### config.mk
export PLATFORM = sky130hd
export DESIGN_NAME = score_scan_ctrl_flat
export DESIGN_NICKNAME = d
export VERILOG_FILES = /design/src/rtl/score_scan_ctrl_pkg.sv /design/src/rtl/score_scan_ctrl_if.sv /design/src/rtl/score_scan_ctrl_tick_gen.sv /design/src/rtl/score_scan_ctrl.sv /design/src/flat_wrapper.sv
export SDC_FILE = /design/constraint.sdc
export NUM_CORES = 1
export LEC_CHECK = 0
export ABC_AREA = 1
export CAP_MARGIN = 15
export CORE_MARGIN = 2
export CORE_UTILIZATION = 59
export DETAILED_ROUTE_END_ITERATION = 10
export PLACE_DENSITY = 0.87
export SLEW_MARGIN = 20
export SYNTH_ARGS = -nofsm -noshare
export SYNTH_HDL_FRONTEND = slang
export SYNTH_HIERARCHICAL = 1
export SYNTH_SLANG_ARGS = --single-unit
### constraint.sdc
create_clock -name clk -period 3.8 [get_ports clk]
set_input_delay 0.76 -clock clk [delete_from_list [all_inputs] [get_ports clk]]
set_output_delay 0.76 -clock clk [all_outputs]
set_load 0.02 [all_outputs]
### src/rtl/score_scan_ctrl_pkg.sv
// Purpose: shared constants for the Pong score/scan display path (package pong_display_pkg).
// Latency: n/a (constants only).
// Backpressure: n/a (constants only).
// Contents: digit-select slot codes, blank digit value, score width, winner encoding.
package pong_display_pkg;

  localparam int SCORE_W = 4;

  // Digit-select codes as seen by the 7-segment decoder.
  localparam logic [1:0] SLOT_RIGHT = 2'd0;
  localparam logic [1:0] SLOT_BLANK = 2'd1;
  localparam logic [1:0] SLOT_LEFT  = 2'd2;

  localparam logic [SCORE_W-1:0] NUM_BLANK = 4'hF;

  localparam logic WINNER_LEFT  = 1'b0;
  localparam logic WINNER_RIGHT = 1'b1;

endpackage

### src/rtl/score_scan_ctrl_if.sv
// Purpose: bundles the score/scan controller's control inputs and display/status outputs.
// Latency: n/a (wiring only).
// Backpressure: none; the display outputs are valid every cycle.
// Ports: clear, point_left, point_right (to controller); en, num, score_left, score_right,
//        game_over, winner (from controller). master = stimulus side, slave = controller side.
interface score_scan_ctrl_if;
  import pong_display_pkg::*;

  logic               clear;
  logic               point_left;
  logic               point_right;
  logic [1:0]         en;
  logic [SCORE_W-1:0] num;
  logic [SCORE_W-1:0] score_left;
  logic [SCORE_W-1:0] score_right;
  logic               game_over;
  logic               winner;

  modport master (
    output clear, point_left, point_right,
    input  en, num, score_left, score_right, game_over, winner
  );

  modport slave (
    input  clear, point_left, point_right,
    output en, num, score_left, score_right, game_over, winner
  );

endinterface

### src/rtl/score_scan_ctrl_tick_gen.sv
// Purpose: free-running prescaler; one-cycle tick on the terminal count of 0..DIV-1.
// Latency: first tick DIV cycles after reset/clr release, then every DIV cycles.
// Backpressure: none; clr restarts the count synchronously.
// Ports: clk, reset (sync, active-high), clr (sync restart), tick (registered-count decode).
module tick_gen #(
  parameter int DIV = 2
) (
  input  logic clk,
  input  logic reset,
  input  logic clr,
  output logic tick
);

  localparam int            CW   = $clog2(DIV);
  localparam logic [CW-1:0] LAST = CW'(DIV - 1);

  logic [CW-1:0] cnt_q;

  always_ff @(posedge clk) begin
    if (reset || clr) begin
      cnt_q <= '0;
    end else if (cnt_q == LAST) begin
      cnt_q <= '0;
    end else begin
      cnt_q <= cnt_q + CW'(1);
    end
  end

  assign tick = (cnt_q == LAST);

endmodule

### src/rtl/score_scan_ctrl.sv
// Purpose: Pong score keeper with game-over detection and 4-slot digit scan for the 7-seg decoder.
// Latency: scores/status update on the edge after a pulse; num follows en combinationally.
// Backpressure: none; point pulses are dropped while game_over is set.
// Ports: clk, reset (sync, active-high), bus (score_scan_ctrl_if.slave).
// Optional: define SCORE_FLASH_EN to blink the winning score after game over (FLASH_DIV phases).
module score_scan_ctrl #(
  parameter int REFRESH_DIV = 100000,
  parameter int WIN_SCORE   = 9,
  parameter int FLASH_DIV   = 25000000
) (
  input  logic              clk,
  input  logic              reset,
  score_scan_ctrl_if.slave  bus
);
  import pong_display_pkg::*;

  if (REFRESH_DIV < 2) begin : g_bad_refresh
    $error("REFRESH_DIV must be at least 2");
  end
  if (WIN_SCORE < 1 || WIN_SCORE > 9) begin : g_bad_win
    $error("WIN_SCORE must be in 1..9");
  end
  if (FLASH_DIV < 2) begin : g_bad_flash
    $error("FLASH_DIV must be at least 2");
  end

  localparam logic [SCORE_W-1:0] WIN = SCORE_W'(WIN_SCORE);

  logic               refresh_tick;
  logic [1:0]         scan_q;
  logic [SCORE_W-1:0] sl_q, sr_q, sl_inc, sr_inc;
  logic               go_q, win_q;

  tick_gen #(.DIV(REFRESH_DIV)) u_refresh (
    .clk   (clk),
    .reset (reset),
    .clr   (1'b0),
    .tick  (refresh_tick)
  );

  always_ff @(posedge clk) begin
    if (reset) begin
      scan_q <= SLOT_RIGHT;
    end else if (refresh_tick) begin
      scan_q <= scan_q + 2'd1;
    end
  end

  assign sl_inc = sl_q + SCORE_W'(bus.point_left);
  assign sr_inc = sr_q + SCORE_W'(bus.point_right);

  // Scores stop at WIN because game_over freezes them on the edge they get there.
  always_ff @(posedge clk) begin
    if (reset || bus.clear) begin
      sl_q  <= '0;
      sr_q  <= '0;
      go_q  <= 1'b0;
      win_q <= WINNER_LEFT;
    end else if (!go_q) begin
      sl_q <= sl_inc;
      sr_q <= sr_inc;
      if (sl_inc == WIN || sr_inc == WIN) begin
        go_q  <= 1'b1;
        // Left is tested first so a simultaneous finish goes to left.
        win_q <= (sl_inc == WIN) ? WINNER_LEFT : WINNER_RIGHT;
      end
    end
  end

  always_comb begin
    bus.num = NUM_BLANK;
    case (scan_q)
      SLOT_RIGHT: bus.num = sr_q;
      SLOT_BLANK: bus.num = NUM_BLANK;
      SLOT_LEFT:  bus.num = sl_q;
      2'd3:       bus.num = NUM_BLANK;
    endcase
  end

`ifdef SCORE_FLASH_EN
  logic       flash_tick;
  logic       phase_q;
  logic [1:0] win_slot;

  // Prescaler held in restart while no game is over so every blink phase is full length.
  tick_gen #(.DIV(FLASH_DIV)) u_flash (
    .clk   (clk),
    .reset (reset),
    .clr   (!go_q),
    .tick  (flash_tick)
  );

  always_ff @(posedge clk) begin
    if (reset || !go_q) begin
      phase_q <= 1'b0;
    end else if (flash_tick) begin
      phase_q <= ~phase_q;
    end
  end

  assign win_slot = (win_q == WINNER_RIGHT) ? SLOT_RIGHT : SLOT_LEFT;

  // Gated with go_q too: phase_q can still be set for the one cycle after a clear.
  assign bus.en = (go_q && phase_q && scan_q == win_slot) ? SLOT_BLANK : scan_q;
`else
  assign bus.en = scan_q;
`endif

  assign bus.score_left  = sl_q;
  assign bus.score_right = sr_q;
  assign bus.game_over   = go_q;
  assign bus.winner      = win_q;

endmodule

### src/flat_wrapper.sv
// flat-port wrapper written by rule: the top's interface ports become plain ports
module score_scan_ctrl_flat import pong_display_pkg::*;
#(
  parameter int REFRESH_DIV = 100000,
  parameter int WIN_SCORE   = 9,
  parameter int FLASH_DIV   = 25000000
)
  (clk, reset, bus_clear, bus_point_left, bus_point_right, bus_en, bus_num, bus_score_left, bus_score_right, bus_game_over, bus_winner);
  score_scan_ctrl_if bus_i ();
  input  logic clk;
  input  logic reset;
  input wire logic [$bits(bus_i.clear)-1:0] bus_clear;
  input wire logic [$bits(bus_i.point_left)-1:0] bus_point_left;
  input wire logic [$bits(bus_i.point_right)-1:0] bus_point_right;
  output wire logic [$bits(bus_i.en)-1:0] bus_en;
  output wire logic [$bits(bus_i.num)-1:0] bus_num;
  output wire logic [$bits(bus_i.score_left)-1:0] bus_score_left;
  output wire logic [$bits(bus_i.score_right)-1:0] bus_score_right;
  output wire logic [$bits(bus_i.game_over)-1:0] bus_game_over;
  output wire logic [$bits(bus_i.winner)-1:0] bus_winner;
  assign bus_i.clear = bus_clear;
  assign bus_i.point_left = bus_point_left;
  assign bus_i.point_right = bus_point_right;
  assign bus_en = bus_i.en;
  assign bus_num = bus_i.num;
  assign bus_score_left = bus_i.score_left;
  assign bus_score_right = bus_i.score_right;
  assign bus_game_over = bus_i.game_over;
  assign bus_winner = bus_i.winner;
  score_scan_ctrl #(.REFRESH_DIV(REFRESH_DIV), .WIN_SCORE(WIN_SCORE), .FLASH_DIV(FLASH_DIV)) u_core (.clk(clk), .reset(reset), .bus(bus_i));
endmodule
==> results.txt <==
The number of hold buffers added after cts came out at 0. The most used routing layer in global routing is met2. The maximum clock skew at final layout is approximately 0.0074 ns. In the post-synthesis netlist, the biggest area contributors are sky130_fd_sc_hd__dfxtp_1, sky130_fd_sc_hd__nand2_1, sky130_fd_sc_hd__inv_1, sky130_fd_sc_hd__ha_1, sky130_fd_sc_hd__nor2_2. The pre-CTS setup slack came out at roughly 1.2 ns. The ratio of final minimum period to clock period is approximately 77%. The area growth from synthesis to layout is 16.0%.

The number of port buffers came out at 20. The category of the critical setup timing path is reg2out. The synthesized flop and latch total is 29.

Counting along the longest clock path gives a buffer depth of 2. The logic gate share of total power came out at about 7.0%. The post-detailed-route count of antenna-violating nets came out at 0. The setup violation total in the final timing report came out at 0. The violation count after the first detailed-routing iteration came out at between 80 and 90.

The highest attainable clock frequency is 343 MHz. The count of mapped cells out of synthesis is about 240. The clock network power share is a little over a third.

Global routing consumed, on the met2 layer, ~33% of the routing resources. The share of flip-flops with an asynchronous set or reset is 0%. The routed wire length per instance is between 10 and 15 um. The horizontal die dimension is 57.4 um.

The data required time at the worst endpoint came out at just over 3 ns. The final critical delay including setup and external delays came out at 2.92 ns. In this run the worst hold path is classified as reg2reg. The number of antenna violations at the first check in global routing came to 0.

The worst min-delay path startpoint is u_core/u_refresh/cnt_q[0]. Along the worst hold path, the cell count comes to 1. The die is about 57 um tall. The mux share of post-synthesis cell area came out at 0%.

For this design the total switching power over the nets is ~0.12 mW. The setup slack of the most critical reg-to-reg path came out at about 2.3 ns. The dominant combinational cell family by area after synthesis is simple AND/OR/NAND/NOR gates.

The via count of the first global-routing pass came out at ~1300. Summing the areas of all xor and xnor instances in the mapped netlist gives under 10% of the synthesized area. Once the floorplan was initialized, standard cells occupied 61.6% of the core. Routability-driven placement finished with a final weighted congestion of roughly 0.80.

The leakage power summed over all cells is between 0.7 and 0.8 nW. Data arrives at the worst endpoint at 2.16 ns. The mapped netlist covers 1680 um^2. The met3 track utilization from global routing is about 5.2%. The post-synthesis cell type with the largest combined area is sky130_fd_sc_hd__dfxtp_1. The run finished with clean final reports. The number of cells on the worst reg-to-reg path is 7. Leaving out filler cells and counting taps, the final layout contains around 300. The number of clock sinks is 29. STA classifies the critical path endpoint as an output port. The number of max-cap violations came out at 0. The element type at the critical path start is a register. In this run the mean area of a mapped cell was approximately 7 um^2. Of all nets on the critical path, the largest fanout is 5. The count of antenna diodes in the layout is 0. The number of instances in the placed design came out at 292. The residual overflow from global routing came out at 0. The worst IR drop on VDD is roughly 0.00026 V.

The clock network latency to the later pin of the worst-skew pair came out at about 0.32 ns. The net count of the mapped netlist is around 260. The number of clock buffers inserted by TritonCTS came out at 5.

The post-route total power is 0.533 mW. The top-level port count is 21. The number of enable flip-flop cells after synthesis came out at 0. The area enclosed by the die boundary came out at roughly 3300 um^2. The source of the worst register-to-register timing path is u_core/u_refresh/cnt_q[0]. In this run the clock root is driven by a sky130_fd_sc_hd__clkbuf_4. The global-route usage over all layers is 21.1%. The post-CTS setup-driven buffer insertion count is 0. The first detailed-routing pass took 4 iterations. The number of different library cells used by synthesis comes to 26. The number of instances resized during post-cts repair is 0. The setup TNS is 0 ns. Cells with a size suffix above 1 make up between 10% and 20% of the layout. Clock-pin slew was measured on the worst setup and hold paths at ~0.08 ns. The synthesized design devotes to its leading area cell type around 34% of total area. The fraction of power spent switching nets is approximately 23%. The destination of the worst hold path is u_core/u_refresh/cnt_q[0].

The maximum level of the CTS H-tree came out at 2. The share of the yosys chip area belonging to registers is 34.5%. The final critical-path setup slack is about 0.9 ns. The global-route wire length before repair came out at ~5500 um.

The largest net degree at the start of global routing is 18. The total count of hold-check failures in the final report came out at 0. Of the total synthesized cell area, the portion taken by full adders, half adders and majority gates is under 10%. The total via count in the routed design is 1516.

For this run, design rule violations remaining after detail routing come to 0. In this run, flip-flops and latches consume between 50 and 60% of the power. The post-synthesis simple-gate area fraction came out at a little under two fifths. The most used flip-flop cell after synthesis is sky130_fd_sc_hd__dfxtp_1. Setup repair after global routing left no endpoint under its margin. The HPWL after detailed placement is 2280 um. The routed wire length came out at between 3000 and 4000 um. The cell-internal power came out at 0.410 mW. The number of nets in the final layout is roughly 280. The mean number of vias per cell came out at around 5. The warning count from the yosys run came out at 6. The compound-cell area share of the yosys netlist came out at roughly 8%.

The final count of pins violating max slew is 0. The area of the core came out at between 2000 and 3000 um^2. The met1 layer usage reported by global route came out at between 20% and 30%. TritonCTS built the clock tree. Power spread over the standard cell area amounts to 273 nW/um^2.

The endpoint of the worst-slack reg-to-reg timing path is u_core/bus.en[1]. The floorplan row count is 19.
-- cells in the mapped netlist, types with 4 or more instances --
master                    count
sky130_fd_sc_hd__nor2_2      16
sky130_fd_sc_hd__inv_2        4
sky130_fd_sc_hd__xnor2_1      4
sky130_fd_sc_hd__nand2_1     62
sky130_fd_sc_hd__o21ai_1      9
sky130_fd_sc_hd__a21oi_1      9
sky130_fd_sc_hd__inv_1       35
sky130_fd_sc_hd__nand4_1      5
sky130_fd_sc_hd__nand3_1     14
sky130_fd_sc_hd__ha_1         9
sky130_fd_sc_hd__a22oi_1      4
sky130_fd_sc_hd__nor2_1      23
sky130_fd_sc_hd__dfxtp_1     29
sky130_fd_sc_hd__nand2_2      6
-- power by group through the flow --
| stage | logic [mW] | clock network (mW) | registers (mW) |
|---|---|---|---|
| final | 0.0371 | 0.187 | 0.309 |
| after global routing | 0.0413 | 0.205 | 0.309 |
| after CTS | 0.0372 | 0.196 | 0.309 |
| after detailed placement | 0.0370 | 0 | 0.316 |
| after global placement | 0.0368 | 0 | 0.316 |
| after floorplan | 0.0241 | 0 | 0.317 |
-- cell usage in the layout, fill, tap and decap left out, types with 4 or more instances in the layout --
| cell | Yosys | final |
|---|---|---|
| sky130_fd_sc_hd__nand3_1 | 14 | 14 |
| sky130_fd_sc_hd__xnor2_1 | 4 | 4 |
| sky130_fd_sc_hd__inv_1 | 35 | 35 |
| sky130_fd_sc_hd__nor2_2 | 16 | 16 |
| sky130_fd_sc_hd__clkdlybuf4s50_1 | 0 | 20 |
| sky130_fd_sc_hd__ha_1 | 9 | 9 |
| sky130_fd_sc_hd__nor2_1 | 23 | 23 |
| sky130_fd_sc_hd__a21oi_1 | 9 | 9 |
| sky130_fd_sc_hd__dfxtp_1 | 29 | 29 |
| sky130_fd_sc_hd__clkbuf_4 | 0 | 5 |
| sky130_fd_sc_hd__nand2_1 | 62 | 62 |
| sky130_fd_sc_hd__nand2_2 | 6 | 6 |
| sky130_fd_sc_hd__o21ai_1 | 9 | 9 |
| sky130_fd_sc_hd__nand4_1 | 5 | 5 |
| sky130_fd_sc_hd__a22oi_1 | 4 | 4 |
| sky130_fd_sc_hd__inv_2 | 4 | 4 |
-- state kept, by name, summed over array words and instances (netlist names) --
register,cells
u_core/bus.winner,1
u_core/bus.en,2
u_core/u_refresh/cnt_q,17
u_core/bus.score_right,4
u_core/bus.score_left,4
u_core/bus.game_over,1
-- layer usage --
metal	vias to the layer above	part of all wire [%]
met5	-	0
met4	0	1.8
met3	7	5.6
met2	35	45
met1	667	48
li1	807	-
-- cells by family after synthesis --
kind of cell	Yosys count
and+or+nand+nor	134
adders and majority gates	9
xor gates and xnor gates	5
DFF	29
other	1
AOI/OAI and AO/OA	24
buffers and inverters	41
-- worst max-delay path, cell delays in order, from the launching register on --
cell and delay, ns:
sky130_fd_sc_hd__dfxtp_1 0.42, sky130_fd_sc_hd__inv_1 0.11, sky130_fd_sc_hd__ha_1 0.27, sky130_fd_sc_hd__nor3_1 0.36, sky130_fd_sc_hd__a22oi_1 0.12, sky130_fd_sc_hd__clkdlybuf4s50_1 0.56
-- how the worst max path moves through the flow --
stage | start | to | slack (ns)
after floorplan | u_core/bus.en[0] | bus_num[0] | 1.68
after global placement | u_core/bus.en[0] | bus_num[3] | 1.33
after detailed placement | u_core/bus.en[0] | bus_num[3] | 1.24
after CTS | u_core/bus.en[0] | bus_num[3] | 0.87
after global routing | u_core/bus.en[0] | bus_num[0] | 0.67
final | u_core/bus.en[0] | bus_num[3] | 0.88
-- per-stage QoR --
stage / util, % / instance area (um^2) / hold slack, ns
after floorplan: - / 1680 / 0.439
after global placement: 69.4 / 1900 / 0.453
after detailed placement: 69.4 / 1900 / 0.459
after CTS: 71.4 / 1950 / 0.481
after global routing: 71.4 / 1950 / 0.509
final: 71.4 / 1950 / 0.477
-- area by class of cell --
type | instances | area, um^2
inverters | 39 | 146
fillers | 243 | 782
multi-input cells | 173 | 931
flip-flops and latches | 29 | 581
well taps | 31 | 38.8
clock buffers | 7 | 55.1
repair buffers | 20 | 200
No activity file was read; power rests on OpenSTA's default activity.
